**config.mk**
```make
export PLATFORM = sky130hd
export DESIGN_NAME = id_stage
export DESIGN_NICKNAME = d
export VERILOG_FILES = /design/src/rtl/rv32i_pkg.sv /design/src/rtl/imm_gen.sv /design/src/rtl/id_stage.sv
export SDC_FILE = /design/constraint.sdc
export NUM_CORES = 1
export LEC_CHECK = 0
export ABC_AREA = 1
export BUFFER_PORTS_ARGS = -buffer_cell sky130_fd_sc_hd__buf_2
export CORE_MARGIN = 10
export CORE_UTILIZATION = 54
export DETAILED_ROUTE_END_ITERATION = 6
export HOLD_SLACK_MARGIN = 0.02
export PLACE_DENSITY = 0.81
export SLEW_MARGIN = 10
export SYNTH_ARGS = -nofsm -noshare
export SYNTH_HDL_FRONTEND = slang
export SYNTH_HIERARCHICAL = 1
export SYNTH_SLANG_ARGS = --single-unit
```
**constraint.sdc**
```tcl
create_clock -name clk -period 4.25 [get_ports clk]
set_input_delay 0.6375 -clock clk [delete_from_list [all_inputs] [get_ports clk]]
set_output_delay 0.6375 -clock clk [all_outputs]
set_load 0.01 [all_outputs]
```
**src/rtl/rv32i_pkg.sv**
```systemverilog
// Shared RV32I decode definitions: opcodes, immediate formats and the decoded bundle.
// The bundle layout is also consumed by the execute stage.
package rv32i_pkg;

    localparam logic [6:0] OPC_LUI    = 7'b0110111;
    localparam logic [6:0] OPC_AUIPC  = 7'b0010111;
    localparam logic [6:0] OPC_JAL    = 7'b1101111;
    localparam logic [6:0] OPC_JALR   = 7'b1100111;
    localparam logic [6:0] OPC_BRANCH = 7'b1100011;
    localparam logic [6:0] OPC_LOAD   = 7'b0000011;
    localparam logic [6:0] OPC_STORE  = 7'b0100011;
    localparam logic [6:0] OPC_OP_IMM = 7'b0010011;
    localparam logic [6:0] OPC_OP     = 7'b0110011;
    localparam logic [6:0] OPC_FENCE  = 7'b0001111;

    typedef enum logic [2:0] {
        IMM_NONE,
        IMM_I,
        IMM_S,
        IMM_B,
        IMM_U,
        IMM_J
    } imm_fmt_t;

    typedef struct packed {
        logic [31:0] pc;
        logic [4:0]  rs1;
        logic [4:0]  rs2;
        logic [4:0]  rd;
        logic [2:0]  funct3;
        logic [6:0]  funct7;
        logic [31:0] imm;
        logic        reg_write;
        logic        mem_read;
        logic        mem_write;
        logic        branch;
        logic        jal;
        logic        jalr;
        logic        alu_src_imm;
        logic        lui;
        logic        auipc;
        logic        illegal;
    } id_bundle_t;

endpackage

```
**src/rtl/imm_gen.sv**
```systemverilog
// RV32I immediate extraction, sign-extended to 32 bits; purely combinational.
// The opcode bits are not needed here, so only instr[31:7] is taken.
module imm_gen
    import rv32i_pkg::*;
(
    input  logic [31:7] instr,
    input  imm_fmt_t    fmt,
    output logic [31:0] imm
);

    always_comb begin
        imm = '0;
        case (fmt)
            IMM_I: imm = {{20{instr[31]}}, instr[31:20]};
            IMM_S: imm = {{20{instr[31]}}, instr[31:25], instr[11:7]};
            IMM_B: imm = {{19{instr[31]}}, instr[31], instr[7], instr[30:25], instr[11:8], 1'b0};
            IMM_U: imm = {instr[31:12], 12'b0};
            IMM_J: imm = {{11{instr[31]}}, instr[31], instr[19:12], instr[20], instr[30:21], 1'b0};
            default: imm = '0;
        endcase
    end

endmodule

```
**src/rtl/id_stage.sv**
```systemverilog
// RV32I decode stage: 1-cycle registered bundle, holds while execute stalls, if_ready = !id_valid || ex_ready.
// Redirects fetch on JAL and drops the next SQUASH_BEATS wrong-path beats; flush kills bundle and squash.
module id_stage
    import rv32i_pkg::*;
#(
    parameter int SQUASH_BEATS = 2
) (
    input  logic        clk,
    input  logic        reset,
    input  logic        if_valid,
    input  logic [31:0] if_pc,
    input  logic [31:0] if_instr,
    output logic        if_ready,
    input  logic        ex_ready,
    input  logic        flush,
    output logic        jump,
    output logic [31:0] pc_imm,
    output logic        id_valid,
    output logic [31:0] id_pc,
    output logic [4:0]  id_rs1,
    output logic [4:0]  id_rs2,
    output logic [4:0]  id_rd,
    output logic [2:0]  id_funct3,
    output logic [6:0]  id_funct7,
    output logic [31:0] id_imm,
    output logic        id_reg_write,
    output logic        id_mem_read,
    output logic        id_mem_write,
    output logic        id_branch,
    output logic        id_jal,
    output logic        id_jalr,
    output logic        id_alu_src_imm,
    output logic        id_lui,
    output logic        id_auipc,
    output logic        id_illegal
);

    localparam int CW = $clog2(SQUASH_BEATS + 2);

    logic [CW-1:0] squash_cnt;
    id_bundle_t    bundle;
    id_bundle_t    dec;
    imm_fmt_t      fmt;
    logic [31:0]   imm;
    logic          accept;
    logic          drop;
    logic          is_jal;

    assign if_ready = !id_valid || ex_ready;
    assign accept   = if_valid && if_ready && !flush && (squash_cnt == '0);
    assign drop     = if_valid && if_ready && !flush && (squash_cnt != '0);
    assign is_jal   = (if_instr[6:0] == OPC_JAL);

    always_comb begin
        fmt = IMM_NONE;
        case (if_instr[6:0])
            OPC_LUI, OPC_AUIPC:               fmt = IMM_U;
            OPC_JAL:                          fmt = IMM_J;
            OPC_JALR, OPC_LOAD, OPC_OP_IMM:   fmt = IMM_I;
            OPC_BRANCH:                       fmt = IMM_B;
            OPC_STORE:                        fmt = IMM_S;
            default:                          fmt = IMM_NONE;
        endcase
    end

    imm_gen u_imm_gen (
        .instr (if_instr[31:7]),
        .fmt   (fmt),
        .imm   (imm)
    );

    always_comb begin
        dec        = '0;
        dec.pc     = if_pc;
        dec.rd     = if_instr[11:7];
        dec.funct3 = if_instr[14:12];
        dec.rs1    = if_instr[19:15];
        dec.rs2    = if_instr[24:20];
        dec.funct7 = if_instr[31:25];
        dec.imm    = imm;
        case (if_instr[6:0])
            OPC_LUI: begin
                dec.reg_write   = 1'b1;
                dec.lui         = 1'b1;
                dec.alu_src_imm = 1'b1;
            end
            OPC_AUIPC: begin
                dec.reg_write   = 1'b1;
                dec.auipc       = 1'b1;
                dec.alu_src_imm = 1'b1;
            end
            OPC_JAL: begin
                dec.reg_write = 1'b1;
                dec.jal       = 1'b1;
            end
            OPC_JALR: begin
                dec.reg_write   = 1'b1;
                dec.jalr        = 1'b1;
                dec.alu_src_imm = 1'b1;
            end
            OPC_BRANCH: dec.branch = 1'b1;
            OPC_LOAD: begin
                dec.reg_write   = 1'b1;
                dec.mem_read    = 1'b1;
                dec.alu_src_imm = 1'b1;
            end
            OPC_STORE: begin
                dec.mem_write   = 1'b1;
                dec.alu_src_imm = 1'b1;
            end
            OPC_OP_IMM: begin
                dec.reg_write   = 1'b1;
                dec.alu_src_imm = 1'b1;
            end
            OPC_OP:    dec.reg_write = 1'b1;
            OPC_FENCE: dec.reg_write = 1'b0;
            // every legal opcode ends in 2'b11, so this also catches compressed encodings
            default:   dec.illegal = 1'b1;
        endcase
        if (dec.rd == 5'd0) begin
            dec.reg_write = 1'b0;
        end
    end

    always_ff @(posedge clk) begin
        if (reset) begin
            bundle     <= '0;
            id_valid   <= 1'b0;
            jump       <= 1'b0;
            pc_imm     <= '0;
            squash_cnt <= '0;
        end else if (flush) begin
            id_valid   <= 1'b0;
            jump       <= 1'b0;
            squash_cnt <= '0;
        end else begin
            jump <= accept && is_jal;
            if (accept) begin
                bundle   <= dec;
                id_valid <= 1'b1;
                if (is_jal) begin
                    pc_imm     <= if_pc + imm;
                    squash_cnt <= CW'(SQUASH_BEATS);
                end
            end else begin
                if (ex_ready) begin
                    id_valid <= 1'b0;
                end
                if (drop) begin
                    squash_cnt <= squash_cnt - CW'(1);
                end
            end
        end
    end

    assign id_pc          = bundle.pc;
    assign id_rs1         = bundle.rs1;
    assign id_rs2         = bundle.rs2;
    assign id_rd          = bundle.rd;
    assign id_funct3      = bundle.funct3;
    assign id_funct7      = bundle.funct7;
    assign id_imm         = bundle.imm;
    assign id_reg_write   = bundle.reg_write;
    assign id_mem_read    = bundle.mem_read;
    assign id_mem_write   = bundle.mem_write;
    assign id_branch      = bundle.branch;
    assign id_jal         = bundle.jal;
    assign id_jalr        = bundle.jalr;
    assign id_alu_src_imm = bundle.alu_src_imm;
    assign id_lui         = bundle.lui;
    assign id_auipc       = bundle.auipc;
    assign id_illegal     = bundle.illegal;

endmodule

```
==> summary.md <==
| Metric | Value |
|---|---|
| Sinks on Clock Net | `135` |
| Clock Tree Root | `clkbuf_16` |
| Detailed Place HPWL | `19.6 mm` |
| Worst path required time | `4.58 ns` |
| Crit path cell chain | `buf_2 -> nand2_1 -> inv_1 -> nand3_1 -> o22ai_1 -> nor2_1 -> nand2_1 -> nand4_1 -> nand3_1 -> ha_1 -> nand2_1 -> nor2_1 -> inv_1 -> nor3_1 -> nand2_1 -> nand3_1 -> nand3_1 -> nand2_1 -> inv_1` |
| Peak VDD IR | `0.308 mV` |
| Min Clock Period, post-route | `3.52 ns` |
| Largest net degree at the start of global routing | `72` |
| Antenna violations before repair | `0` |
| Post-Synthesis Cells | `1241` |
| Slowest stage cell on the critical path | `nand4_1` |
| CTS tree | `done` |
| Worst-path clk slew | `0.06 ns` |
| Grt ovf | `0` |
| Diodes inserted | `0` |
| Die Ht | `140 µm` |
| Pwr dens | `356 nW/µm²` |
| Layout Nets | `1522` |
| RSZ-0062 raised after global routing | `no` |
| Max Freq | `284 MHz` |
| Setup tns final | `0 ns` |
| Max transition margin | `0.346` |
| Starting Density | `0.558` |
| Hold Crit Class | `flop to flop` |
| Status | `finished, final reports clean` |
| Setup violations, final | `0` |
| Hold WS | `0.435 ns` |
| Synth-to-Final Area Change | `20.8%` |
| Clock Latency Late Sink | `0.43 ns` |
| Synth cell types | `41` |
| Synth warn | `6` |
| Mapped cell area | `7830 µm²` |
| # rows | `43` |
| Core Area | `14000 µm²` |
| Hold-fix buffers at CTS | `0` |
| Post-CTS Setup Bufs | `0` |
| Post-synth ARST share | `0` |
| CP Launch Type | `input pin` |
| Critical Path End Type | `flop` |
| DRT Pass-1 Iters | `5` |
| Htree depth | `4` |
| Critical path's top delay family | `simple AND/OR/NAND/NOR gates` |
| Number of global-route vias before repair | `7813` |
| Routed wl met3 | `2.30 mm` |
| WL met1 | `10.8 mm` |
| DR WL met2 | `11.9 mm` |
| Iter 0 DRT Violations | `728` |
| Top FF cell, synth | `dfxtp_1` |
| Slew Viols, Final | `0` |
| Final hold vios | `0` |
| Io pins | `203` |
| Number of port buffers | `202` |
| Leakage | `5.49 nW` |
| Buf/Inv on CP | `4` |
| Clock Skews | `0.00910 ns` |
| Via count | `8326` |
| Total CTS buffers | `17` |
| Syn avg cell area | `6.31 µm²` |
| ANT nets after route | `0` |
| Final WL | `25.5 mm` |
| Tcrit/Tclk final | `0.829` |
| GRT Overall Usage | `0.251` |
| CP arrival | `3.85 ns` |
| DP Cell Count | `1581` |
| Crit Path Class | `input pin to flop` |
| DR DRC count | `0` |
| Via density | `5.16` |
| Layout cells sized above 1 | `0.198` |
| Die area | `19700 µm²` |
| First-pass GRT wire length | `40.6 mm` |
| Max Cap Viol | `0` |
| WL/cell | `15.8 µm` |
| CP dominant cell by count | `nand2_1` |
| Max Root-Sink Buffers | `2` |
| Number of synthesized flops with an enable pin | `0` |
| Non-Filler Instances | `1613` |
| Seq cells post-synth | `135` |
| Mapped Nets | `1343` |
| Sequential-to-total area share from yosys stat | `0.345` |
| Uppermost routed layer | `met4` |
| Critical path's largest stage delay | `0.46 ns` |
| Worst Max-Slew Pin Slew | `0.981 ns` |
| Post_cts resized | `0` |
| Critical Path Fanout Max | `13` |
| RePlAce Congestion | `1.02` |
| Die Wd | `140 µm` |
-- area by class of cell --
class / instances / area, µm²
Clock buffer: 19 / 453
Clock inverter: 13 / 158
Fill cell: 1306 / 4590
Inverter: 173 / 652
Multi-Input combinational cell: 883 / 4200
Sequential cell: 135 / 2700
Tap cell: 180 / 225
Timing Repair Buffer: 210 / 1070
-- report_power, final --
group | switching (mW) | total (mW) | leakage (nW) | internal (mW)
combinational | 0.320 | 0.481 | 4.09 | 0.161
sequential | 0.0287 | 1.36 | 1.10 | 1.33
clock | 0.613 | 1.52 | 0.298 | 0.912
-- synthesized netlist by cell type, types with 13 or more instances --
cell / instances / share of area
a21oi_1: 33 / 0.021
buf_2: 13 / 0.0083
clkbuf_1: 21 / 0.010
dfxtp_1: 135 / 0.35
ha_1: 32 / 0.051
inv_1: 164 / 0.079
nand2_1: 255 / 0.12
nand2_2: 13 / 0.010
nand3_1: 99 / 0.063
nor2_1: 279 / 0.13
o21ai_0: 94 / 0.060
o21ai_1: 20 / 0.013
-- flip-flops by register name, summed over array words and instances, names as in the netlist, 2 cells and up --
register,count
id_funct3,3
id_funct7,7
id_imm,32
id_pc,32
id_rd,5
id_rs1,5
id_rs2,5
pc_imm,32
squash_cnt,2
-- stage by stage --
| stage | total power [mW] | worst slack (ns) | util | instance area, µm² |
|---|---|---|---|---|
| floorplan | 1.66 | 1.05 | - | 7830 |
| global placement | 1.85 | 0.460 | 0.630 | 8850 |
| detailed placement | 1.86 | 0.386 | 0.630 | 8850 |
| CTS | 3.37 | 0.818 | 0.673 | 9460 |
| global route | 3.48 | 0.446 | 0.673 | 9460 |
| finish | 3.36 | 0.728 | 0.673 | 9460 |
-- worst register-to-register path, stage by stage (launching register included) --
cell and delay, ns:
dfxtp_1 0.31, inv_1 0.07, ha_1 0.14, inv_1 0.09, nor2_8 0.40, nand2_4 0.25
inv_4 0.47, nand3_1 0.23, o211ai_1 0.18, inv_2 0.05
-- placed cells by master, fill, tap and decap left out, types with 4 or more instances in the layout --
cell and n:
a21oi_1 33, buf_2 202, buf_4 8, clkbuf_16 17, dfxtp_1 135, ha_1 32
inv_1 163, inv_2 9, inv_6 6, nand2_1 255, nand2_2 13, nand3_1 99
nand4_1 5, nor2_1 279, nor2_2 7, nor3_1 4, nor3_2 4, o21ai_0 94
o21ai_1 20, xnor2_1 5, xor2_1 7
-- cells by family (layout without fill, tap and decap cells) --
family	count (synthesis)	count (layout)	share of synthesized area
flops	135	135	0.345
fa+ha+maj	33	33	0.0537
compound gates	161	161	0.109
simple gates	677	677	0.359
xor+xnor	12	12	0.0134
buf+inv	223	415	0.119
-- routing by layer --
metal	vias up	global-route usage
met2	324	0.403
met5	-	0
li1	4230	-
met1	3738	0.311
met3	34	0.0788
met4	0	0.0826
-- path summary, 6_finish.rpt --
check / from / end / slack (ns) / depth (start not counted)
setup / recovery: if_instr[1] / pc_imm[27]$_SDFFE_PP0P_ / 0.73 / 19
hold / removal: squash_cnt[0]$_SDFFE_PP0P_ / squash_cnt[0]$_SDFFE_PP0P_ / 0.43 / 1
setup reg to reg: squash_cnt[0]$_SDFFE_PP0P_ / pc_imm[15]$_SDFFE_PP0P_ / 1.95 / 9
hold reg to reg: squash_cnt[0]$_SDFFE_PP0P_ / squash_cnt[0]$_SDFFE_PP0P_ / 0.43 / 1
(Power assumes the default switching activity.)
